===== src/rtl/vga_timing_pkg.sv =====
// -----------------------------------------------------------------------------
// vga_timing_pkg
// Shared definitions for the VGA raster timing generator:
//   - region_e     : position class along one raster axis
//   - vga_mode_t   : one complete set of porch/sync/active timing values
//   - VGA_640X480_60 / VGA_800X600_60 : ready-made mode sets
//   - region_total : length of an axis from its four region widths
//   - region_of    : classify a position along an axis
// -----------------------------------------------------------------------------
package vga_timing_pkg;

   typedef enum logic [1:0] {
      RegActive,
      RegFrontPorch,
      RegSync,
      RegBackPorch
   } region_e;

   typedef struct packed {
      int unsigned h_active;
      int unsigned h_fp;
      int unsigned h_sync;
      int unsigned h_bp;
      int unsigned v_active;
      int unsigned v_fp;
      int unsigned v_sync;
      int unsigned v_bp;
      logic        hs_pol;
      logic        vs_pol;
   } vga_mode_t;

   localparam vga_mode_t VGA_640X480_60 = '{
      h_active: 640, h_fp: 16, h_sync: 96,  h_bp: 48,
      v_active: 480, v_fp: 10, v_sync: 2,   v_bp: 33,
      hs_pol:   1'b0, vs_pol: 1'b0
   };

   localparam vga_mode_t VGA_800X600_60 = '{
      h_active: 800, h_fp: 40, h_sync: 128, h_bp: 88,
      v_active: 600, v_fp: 1,  v_sync: 4,   v_bp: 23,
      hs_pol:   1'b1, vs_pol: 1'b1
   };

   function automatic int unsigned region_total(input int unsigned active,
                                                input int unsigned fp,
                                                input int unsigned sync,
                                                input int unsigned bp);
      return active + fp + sync + bp;
   endfunction

   // Region order along an axis: active, front porch, sync, back porch.
   function automatic region_e region_of(input int unsigned pos,
                                         input int unsigned active,
                                         input int unsigned fp,
                                         input int unsigned sync);
      if (pos < active) begin
         return RegActive;
      end else if (pos < active + fp) begin
         return RegFrontPorch;
      end else if (pos < active + fp + sync) begin
         return RegSync;
      end else begin
         return RegBackPorch;
      end
   endfunction

endpackage


===== src/rtl/vga_axis_counter.sv =====
// -----------------------------------------------------------------------------
// vga_axis_counter
// One raster axis (horizontal or vertical). Counts 0..TOTAL-1, parks at
// TOTAL-1 (idle) on reset or stop, and reports the classification of the
// position it is about to take so the top can register outputs with zero
// latency relative to the raster.
// Ports:
//   i_clk, i_clr_n : clock, asynchronous active-low reset
//   i_tick         : advance one position this clk
//   i_stop         : force the idle position (wins over i_tick)
//   o_count        : next-state position (the value the counter loads)
//   o_wrap         : this clk's advance wraps TOTAL-1 -> 0
//   o_active       : next-state position lies in the active region
//   o_sync_next    : sync level (polarity POL applied) for next-state position
// -----------------------------------------------------------------------------
module vga_axis_counter
   import vga_timing_pkg::*;
#(
   parameter int unsigned TOTAL  = 800,
   parameter int unsigned ACTIVE = 640,
   parameter int unsigned FP     = 16,
   parameter int unsigned SYNC   = 96,
   parameter logic        POL    = 1'b0,
   parameter int unsigned CW     = 10
) (
   input  logic          i_clk,
   input  logic          i_clr_n,
   input  logic          i_tick,
   input  logic          i_stop,
   output logic [CW-1:0] o_count,
   output logic          o_wrap,
   output logic          o_active,
   output logic          o_sync_next
);

   localparam logic [CW-1:0] LAST = CW'(TOTAL - 1);

   logic [CW-1:0] r_count;
   logic [CW-1:0] w_count_d;
   logic          w_wrap;
   region_e       w_region;

   always_comb begin
      w_count_d = r_count;
      w_wrap    = 1'b0;
      if (i_stop) begin
         w_count_d = LAST;
      end else if (i_tick) begin
         if (r_count == LAST) begin
            w_count_d = '0;
            w_wrap    = 1'b1;
         end else begin
            w_count_d = r_count + CW'(1);
         end
      end
   end

   always_comb begin
      w_region = region_of(32'(w_count_d), ACTIVE, FP, SYNC);
   end

   assign o_count     = w_count_d;
   assign o_wrap      = w_wrap;
   assign o_active    = (w_region == RegActive);
   assign o_sync_next = (w_region == RegSync) ? POL : ~POL;

   always_ff @(posedge i_clk or negedge i_clr_n) begin
      if (!i_clr_n) begin
         r_count <= LAST;
      end else begin
         r_count <= w_count_d;
      end
   end

endmodule


===== src/rtl/vga_timing_gen.sv =====
// -----------------------------------------------------------------------------
// vga_timing_gen
// Parametrised VGA raster timing generator driven by a pixel clock-enable.
// Every output is a register loaded from the next-state raster position, so
// outputs move on the same edge as the counters and have no combinational
// path from inputs.
// Ports:
//   i_clk, i_clr_n  : system clock, asynchronous active-low reset
//   i_ce            : pixel clock-enable, one raster advance per clk when high
//   i_en            : run enable; low parks the raster at idle and blanks
//   o_hsync/o_vsync : sync outputs, asserted level HS_POL / VS_POL
//   o_video_on      : current pixel is inside the active area
//   o_pixel_x/y     : active-area coordinates, 0 outside the active area
//   o_line_start    : one-clk strobe on the first pixel of each line
//   o_frame_start   : one-clk strobe on the first pixel of each frame
//   o_frame_cnt     : completed-frame count, wraps
// -----------------------------------------------------------------------------
module vga_timing_gen
   import vga_timing_pkg::*;
#(
   parameter int unsigned H_ACTIVE = VGA_640X480_60.h_active,
   parameter int unsigned H_FP     = VGA_640X480_60.h_fp,
   parameter int unsigned H_SYNC   = VGA_640X480_60.h_sync,
   parameter int unsigned H_BP     = VGA_640X480_60.h_bp,
   parameter int unsigned V_ACTIVE = VGA_640X480_60.v_active,
   parameter int unsigned V_FP     = VGA_640X480_60.v_fp,
   parameter int unsigned V_SYNC   = VGA_640X480_60.v_sync,
   parameter int unsigned V_BP     = VGA_640X480_60.v_bp,
   parameter logic        HS_POL   = VGA_640X480_60.hs_pol,
   parameter logic        VS_POL   = VGA_640X480_60.vs_pol,
   parameter int unsigned CW       = 10,
   parameter int unsigned FRAME_W  = 8
) (
   input  logic               i_clk,
   input  logic               i_clr_n,
   input  logic               i_ce,
   input  logic               i_en,
   output logic               o_hsync,
   output logic               o_vsync,
   output logic               o_video_on,
   output logic [CW-1:0]      o_pixel_x,
   output logic [CW-1:0]      o_pixel_y,
   output logic               o_line_start,
   output logic               o_frame_start,
   output logic [FRAME_W-1:0] o_frame_cnt
);

   localparam int unsigned H_TOTAL = region_total(H_ACTIVE, H_FP, H_SYNC, H_BP);
   localparam int unsigned V_TOTAL = region_total(V_ACTIVE, V_FP, V_SYNC, V_BP);

   if (H_ACTIVE == 0 || H_FP == 0 || H_SYNC == 0 || H_BP == 0 ||
       V_ACTIVE == 0 || V_FP == 0 || V_SYNC == 0 || V_BP == 0 ||
       CW == 0 || FRAME_W == 0) begin : g_err_zero
      $error("vga_timing_gen: timing and width parameters must be non-zero");
   end

   if (64'(H_TOTAL) > (64'd1 << CW) || 64'(V_TOTAL) > (64'd1 << CW)) begin : g_err_total
      $error("vga_timing_gen: H_TOTAL/V_TOTAL exceed counter width CW");
   end

   logic          w_tick;
   logic          w_stop;
   logic [CW-1:0] w_hc_next;
   logic [CW-1:0] w_vc_next;
   logic          w_h_wrap;
   logic          w_v_wrap;
   logic          w_h_active;
   logic          w_v_active;
   logic          w_hs_next;
   logic          w_vs_next;

   assign w_tick = i_ce & i_en;
   assign w_stop = ~i_en;

   vga_axis_counter #(
      .TOTAL  (H_TOTAL),
      .ACTIVE (H_ACTIVE),
      .FP     (H_FP),
      .SYNC   (H_SYNC),
      .POL    (HS_POL),
      .CW     (CW)
   ) u_h_axis (
      .i_clk       (i_clk),
      .i_clr_n     (i_clr_n),
      .i_tick      (w_tick),
      .i_stop      (w_stop),
      .o_count     (w_hc_next),
      .o_wrap      (w_h_wrap),
      .o_active    (w_h_active),
      .o_sync_next (w_hs_next)
   );

   vga_axis_counter #(
      .TOTAL  (V_TOTAL),
      .ACTIVE (V_ACTIVE),
      .FP     (V_FP),
      .SYNC   (V_SYNC),
      .POL    (VS_POL),
      .CW     (CW)
   ) u_v_axis (
      .i_clk       (i_clk),
      .i_clr_n     (i_clr_n),
      .i_tick      (w_h_wrap),
      .i_stop      (w_stop),
      .o_count     (w_vc_next),
      .o_wrap      (w_v_wrap),
      .o_active    (w_v_active),
      .o_sync_next (w_vs_next)
   );

   logic               r_hsync,       w_hsync_d;
   logic               r_vsync,       w_vsync_d;
   logic               r_video_on,    w_video_d;
   logic [CW-1:0]      r_pixel_x,     w_pixel_x_d;
   logic [CW-1:0]      r_pixel_y,     w_pixel_y_d;
   logic               r_line_start,  w_line_start_d;
   logic               r_frame_start, w_frame_start_d;
   logic [FRAME_W-1:0] r_frame_cnt,   w_frame_cnt_d;
   // Set once the raster has left idle. The idle position coincides with the
   // last pixel of a frame, so the first advance after reset or a stop also
   // wraps vc; r_run keeps that wrap from being counted as a completed frame.
   logic               r_run,         w_run_d;

   always_comb begin
      w_video_d       = w_h_active & w_v_active;
      w_hsync_d       = w_hs_next;
      w_vsync_d       = w_vs_next;
      w_pixel_x_d     = w_video_d ? w_hc_next : '0;
      w_pixel_y_d     = w_video_d ? w_vc_next : '0;
      w_line_start_d  = w_tick && (w_hc_next == '0);
      w_frame_start_d = w_line_start_d && (w_vc_next == '0);
      w_frame_cnt_d   = r_frame_cnt;
      w_run_d         = r_run;

      if (w_v_wrap && r_run) begin
         w_frame_cnt_d = r_frame_cnt + FRAME_W'(1);
      end
      if (w_tick) begin
         w_run_d = 1'b1;
      end

      // Stopped: blank explicitly rather than relying on idle sitting in the
      // back porch; frame count is held.
      if (w_stop) begin
         w_hsync_d       = ~HS_POL;
         w_vsync_d       = ~VS_POL;
         w_video_d       = 1'b0;
         w_pixel_x_d     = '0;
         w_pixel_y_d     = '0;
         w_line_start_d  = 1'b0;
         w_frame_start_d = 1'b0;
         w_run_d         = 1'b0;
      end
   end

   always_ff @(posedge i_clk or negedge i_clr_n) begin
      if (!i_clr_n) begin
         r_hsync       <= ~HS_POL;
         r_vsync       <= ~VS_POL;
         r_video_on    <= 1'b0;
         r_pixel_x     <= '0;
         r_pixel_y     <= '0;
         r_line_start  <= 1'b0;
         r_frame_start <= 1'b0;
         r_frame_cnt   <= '0;
         r_run         <= 1'b0;
      end else begin
         r_hsync       <= w_hsync_d;
         r_vsync       <= w_vsync_d;
         r_video_on    <= w_video_d;
         r_pixel_x     <= w_pixel_x_d;
         r_pixel_y     <= w_pixel_y_d;
         r_line_start  <= w_line_start_d;
         r_frame_start <= w_frame_start_d;
         r_frame_cnt   <= w_frame_cnt_d;
         r_run         <= w_run_d;
      end
   end

   assign o_hsync       = r_hsync;
   assign o_vsync       = r_vsync;
   assign o_video_on    = r_video_on;
   assign o_pixel_x     = r_pixel_x;
   assign o_pixel_y     = r_pixel_y;
   assign o_line_start  = r_line_start;
   assign o_frame_start = r_frame_start;
   assign o_frame_cnt   = r_frame_cnt;

endmodule


===== config.mk =====
export PLATFORM = sky130hd
export DESIGN_NAME = vga_timing_gen
export DESIGN_NICKNAME = d
export VERILOG_FILES = /design/src/rtl/vga_timing_pkg.sv /design/src/rtl/vga_axis_counter.sv /design/src/rtl/vga_timing_gen.sv
export SDC_FILE = /design/constraint.sdc
export NUM_CORES = 1
export LEC_CHECK = 0
export CAP_MARGIN = 30
export CORE_UTILIZATION = 28
export DETAILED_ROUTE_END_ITERATION = 8
export GPL_ROUTABILITY_DRIVEN = 0
export SYNTH_ARGS = -nofsm -noshare
export SYNTH_HDL_FRONTEND = slang
export SYNTH_HIERARCHICAL = 1
export SYNTH_SLANG_ARGS = --single-unit

===== constraint.sdc =====
create_clock -name i_clk -period 5.5 [get_ports i_clk]
set_clock_uncertainty 0.2 [all_clocks]
set_input_delay 1.65 -clock i_clk [delete_from_list [all_inputs] [get_ports i_clk]]
set_output_delay 1.65 -clock i_clk [all_outputs]
set_load 0.02 [all_outputs]

Word-level counts from Yosys, hierarchy flattened --
Cells that the tools add are included.
Operators by class: add/subtract/negate cells 3, $lt $le $gt $ge 6, eq/ne operators 5, multiplexer cells 31, bitwise gates (word level) 2, reduce and logical (&&, ||, !) cells 7
Operators by type and width (count):
- 10-bit 2-to-1 mux | 10
- 10-bit less-than comparator (second input constant) | 3
- 10-bit by 9-bit less-than comparator with 1-bit output (second input constant) | 3
- 10-bit by 1-bit adder with 10-bit output (second input constant) | 2
- 10-bit equality test (second input constant) | 2
- 10-bit zero test | 2
- 1-bit 2-to-1 mux | 17
- 8-bit by 1-bit adder with 8-bit output (second input constant) | 1
- 2-bit 2-to-1 mux | 4
- 2-bit equality test (second input constant) | 2
- 2-bit zero test | 2
- 1-bit logical AND | 3
- 1-bit bitwise AND | 2
- 2-bit by 1-bit inequality test with 1-bit output (second input constant) | 1
Storage, ports and cells: register bits 54, input bits 4

Depth between registers and ports, before layout --
depth in word-level cells 14, depth in mapped cells 14

Hierarchy --
The synthesis kept the hierarchy.
By module, submodules not included:
- vga_timing_gen | times used 1, cells an instance 94, area an instance 1232.4 µm², seq. area each 853.3 µm²
- vga_axis_counter at u_v_axis | times used 1, cells an instance 76, area an instance 693.2 µm², seq. area each 254.0 µm²
- vga_axis_counter at u_h_axis | times used 1, cells an instance 73, area an instance 678.2 µm², seq. area each 259.0 µm²

Least setup slack after synthesis --
Ideal clock, no wire load.
path kind input -> register, start in i_en, end reg r_pixel_x[0] (netlist: o_pixel_x[0]), arrival 3.640 ns, data required time 5.181 ns, slack 1.541 ns, stages on the path 13, path buffers 4, path through inv_1 -> clkbuf_1 -> nor3_1 -> buf_2 -> nand4_1 -> and4bb_4 -> or2_1 -> buf_6 -> nor2_2 -> a21oi_2 -> and3_1 -> buf_2 -> and2_1
On the way: longest elaborated chain between the ends 13, elaborated cells on any way between the ends 24
RTL lines:
- start: declaration | RTL line vga_timing_gen.sv:37 | input logic i_en,
- 1-bit bitwise AND | RTL line vga_timing_gen.sv:72 | assign w_tick = i_ce & i_en;
- 1-bit 2-to-1 mux | RTL line vga_axis_counter.sv:48 | end else if (i_tick) begin
- 1-bit 2-to-1 mux (*) | RTL line vga_axis_counter.sv:46 | if (i_stop) begin
- net w_h_wrap | RTL line vga_timing_gen.sv:65 | logic w_h_wrap;
- 10-bit 2-to-1 mux (*) | RTL line vga_axis_counter.sv:48
- 10-bit 2-to-1 mux (*) | RTL line vga_axis_counter.sv:46
- net w_vc_next[7] | RTL line vga_timing_gen.sv:64 | logic [CW-1:0] w_vc_next;
- 10-bit by 9-bit less-than comparator with 1-bit output | RTL line vga_timing_pkg.sv:60 | end else if (pos < active + fp + sync) begin
- 1-bit 2-to-1 mux | RTL line vga_timing_pkg.sv:60
- 2-bit 2-to-1 mux | RTL line vga_timing_pkg.sv:58 | end else if (pos < active + fp) begin
- 2-bit 2-to-1 mux (*) | RTL line vga_timing_pkg.sv:56 | if (pos < active) begin
- 2-bit zero test (*) | RTL line vga_axis_counter.sv:64 | assign o_active = (w_region == RegActive);
- net w_v_active | RTL line vga_timing_gen.sv:68 | logic w_v_active;
- 1-bit bitwise AND (*) | RTL line vga_timing_gen.sv:125 | w_video_d = w_h_active & w_v_active;
- 10-bit 2-to-1 mux (*) | RTL line vga_timing_gen.sv:128 | w_pixel_x_d = w_video_d ? w_hc_next : '0;
- 10-bit 2-to-1 mux (*) | RTL line vga_timing_gen.sv:144 | if (w_stop) begin
- net w_pixel_x_d[0] | RTL line vga_timing_gen.sv:114 | logic [CW-1:0] r_pixel_x, w_pixel_x_d;
- end signal: assignment | RTL line vga_timing_gen.sv:171 | r_pixel_x <= w_pixel_x_d;
- end: declaration | RTL line vga_timing_gen.sv:114
Mark *: on every way through the listed nets, which the timed path passes. The rest lies on a longest branch. A chain may end at the register's enable or synchronous reset.

Worst setup path after layout --
start in i_en, end reg r_pixel_y[6] (netlist: o_pixel_y[6])
On the way: longest elaborated chain between the ends 13, elaborated cells on any way between the ends 24
RTL lines:
- 1-bit bitwise AND (*) | RTL line vga_timing_gen.sv:72
- net w_tick | RTL line vga_timing_gen.sv:61 | logic w_tick;
- 1-bit 2-to-1 mux (*) | RTL line vga_axis_counter.sv:48
- 1-bit 2-to-1 mux (*) | RTL line vga_axis_counter.sv:46
- net w_h_wrap | RTL line vga_timing_gen.sv:65
- 10-bit 2-to-1 mux (*) | RTL line vga_axis_counter.sv:48
- 10-bit 2-to-1 mux (*) | RTL line vga_axis_counter.sv:46
- net w_vc_next[9] | RTL line vga_timing_gen.sv:64
- [... 2 more ...]
- 2-bit 2-to-1 mux | RTL line vga_timing_pkg.sv:58
- 2-bit 2-to-1 mux (*) | RTL line vga_timing_pkg.sv:56
- 2-bit zero test (*) | RTL line vga_axis_counter.sv:64
- net w_v_active | RTL line vga_timing_gen.sv:68
- 1-bit bitwise AND (*) | RTL line vga_timing_gen.sv:125
- 10-bit 2-to-1 mux (*) | RTL line vga_timing_gen.sv:129 | w_pixel_y_d = w_video_d ? w_vc_next : '0;
- 10-bit 2-to-1 mux (*) | RTL line vga_timing_gen.sv:144
- net w_pixel_y_d[6] | RTL line vga_timing_gen.sv:115 | logic [CW-1:0] r_pixel_y, w_pixel_y_d;
- end signal: assignment | RTL line vga_timing_gen.sv:172 | r_pixel_y <= w_pixel_y_d;
- end: declaration | RTL line vga_timing_gen.sv:115
Marks and branches as above.

==> results.json <==
{
  "status": "finished with violations",
  "violations": "DRC",
  "synth.most_common_cell": "dfrtp_1",
  "area_growth_syn_to_layout_pct": 20.3,
  "drt_pass1_iterations": 8,
  "maxCapViolCount": 0,
  "period_share": 0.839,
  "fmax_mhz": 217,
  "cts_tree": "built",
  "core_area_um2": 8850,
  "cp.required_ns": 5.49,
  "worstSetupStartpointType": "input port",
  "powerDensity_nw_per_um2": 233,
  "synth_edf_count": 0,
  "hold_viol_final": 0,
  "drive_gt1_frac": 0.137,
  "synthFlopType": "dfrtp_1",
  "setup_tns_ns": 0,
  "synth_common_cells": "dfrtp_1, and2_1, nor2_1",
  "routed_wl_um": 5450,
  "postCtsResizedCells": 0,
  "dr.first_iter.drc_count": 130,
  "grt_usage": 0.123,
  "h-tree-depth": 2,
  "grt_max_degree": 37,
  "drtAntennaViolNets": 0,
  "hold_class": "flip-flop to flip-flop",
  "crit_arrival_ns": 4.61,
  "worst_path_max_delay_cell": "clkdlybuf4s50_1",
  "ir_drop_mv": 0.0880,
  "multi_input_area_um2": 1150,
  "fillerInstances": 897,
  "die_height_um": 98.4,
  "yosysTopAreaCell": "dfrtp_1",
  "antennaDiodeCount": 0,
  "period_minus_slack_ns": 4.61,
  "clk_latency_ns": 0.30,
  "antenna_found_initial": 0,
  "synth.top_cells.by_area": "dfrtp_1, dfstp_2, and2_1",
  "drc_errors": 5,
  "io_pins": 37,
  "clk_pin_slew_worst_paths_ns": 0.09,
  "regArea_um2": 1370,
  "syn-cell-area_um2": 2600,
  "timing_worst_setup_path_type": "input port to flip-flop",
  "dieWidth_um": 98.4,
  "cts_sinks": 54,
  "cts-buffers-inserted": 5,
  "rsz0062_at_grt": "no",
  "port_buffers": 36,
  "yosysTopAreaCellShare": 0.404,
  "hpwl_um": 3980,
  "grt_pass1_wl_um": 9360,
  "slew_viol_final": 0,
  "synth_warnings": 6,
  "worst_pin_slew_ns": 0.423,
  "crit_path_end_kind": "flip-flop",
  "ctsLongestPathBuffers": 2,
  "p_leak_nw": 1.33,
  "crit_path_max_fanout": 21,
  "final_core_utilization": 0.354,
  "synth-async-reset-ratio": 1.00,
  "ys_types": 47,
  "synth_nets": 251,
  "setup_viol_count_final": 0,
  "vias": 1891,
  "die_area_um2": 9690,
  "viasPerCell": 4.91,
  "slew-limit-headroom": 0.713,
  "crit_path_max_incr_delay_ns": 0.58,
  "holdBufCountCts": 0,
  "start_util": 0.294,
  "yosysSeqAreaShare": 0.525,
  "cts_root_buffer": "clkbuf_8",
  "regToRegSetupSlack_ns": 2.12,
  "post_drt_wl_per_cell_um": 14.1,
  "rows": 34,
  "crit_chain": "clkdlybuf4s50_1 -> nand2_1 -> inv_1 -> nand3_1 -> nor3_1 -> buf_4 -> and3_1 -> nand4_1 -> xor2_1 -> o21bai_2 -> a21oi_2 -> and3_1 -> buf_4 -> and2_1",
  "cts_setup_buffers": 0,
  "grt_pass1_vias": 1841,
  "synth_area_per_cell_um2": 10.7,
  "synth_seq_cells": 54,
  "syn_inst": 243,
  "nets": 284,
  "grt_overflow": 0
}
through the flow:
step                      hold WS (ns)  power (mW)  std cells  cell area, um2  setup WS [ns]
after floorplan                  0.299       0.493        243            2600           1.54
after global placement           0.261       0.525        377            3050          0.620
after detailed placement         0.269       0.527        377            3050          0.612
after CTS                        0.282       0.741        385            3130          0.930
after global routing             0.307       0.774        385            3130          0.592
final                            0.275       0.730        385            3130          0.887
flip-flops by register name, indices dropped and copies added, names as in the netlist, 8 cells and up:
signal / cells
o_frame_cnt: 8
u_v_axis/r_count: 10
o_pixel_y: 10
u_h_axis/r_count: 10
o_pixel_x: 10
critical path: cells and delay by family:
kind,cells,cell delay [ns]
AND/OR/NAND/NOR,7,1.31
buffers and inverters,4,1.17
AO/OA/AOI/OAI,2,0.29
XOR/XNOR,1,0.18
power breakdown:
part | switching, mW | internal, mW
logic | 0.0523 | 0.0371
registers | 0.0157 | 0.414
clock network | 0.121 | 0.0908
total | 0.189 | 0.542
worst paths after layout:
kind	endpoint	depth (start not counted)	startpoint
worst min-delay path	o_frame_cnt[7]	1	o_frame_cnt[7]
worst min register to register	o_frame_cnt[7]	1	o_frame_cnt[7]
worst max register to register	o_pixel_y[6]	12	u_h_axis/r_count[3]
worst max-delay path	o_pixel_y[6]	14	i_en
max in group asynchronous	u_v_axis/r_count[9]	2	i_clr_n
min in group asynchronous	o_pixel_y[4]	1	i_clr_n
cell usage in the layout (no fill, tap or decap), drive strengths merged, types with 3 or more instances in the layout:
cell type      count
clkbuf             8
ha                 4
o21ai              3
a21oi              5
nand4              7
nor2              16
inv                5
o21bai             7
xnor2             10
nor3               9
nor4               9
dfstp             12
xor2              12
nand2b             7
and3               8
and4               3
buf                5
and2              23
clkdlybuf4s50     35
dfrtp             42
nand3             14
nand2             13
layer usage:
layer  up-vias  track usage  part of all wire
met5         -            0                 0
met4         0       0.0517             0.018
met3         8       0.0284             0.037
met2        39        0.189              0.47
met1       948        0.166              0.47
li1        896            -                 -
final cells by class:
class / instances / share of cell area
multi-input combinational: 170 / 0.366
timing repair buffer: 40 / 0.123
inverter: 5 / 0.00599
clock buffer: 8 / 0.0256
tap: 108 / 0.0431
sequential: 54 / 0.436
cell families (layout without fill, tap and decap cells):
family          Yosys count  count (layout)  synth area share
simple gates            120             120             0.274
flops                    54              54             0.525
xor+xnor                 22              22            0.0740
compound gates           21              21            0.0596
buf+inv                  19              53            0.0351
fa+ha+maj                 4               4            0.0192
mux                       3               3            0.0135
No activity file was read; power rests on OpenSTA's default activity.
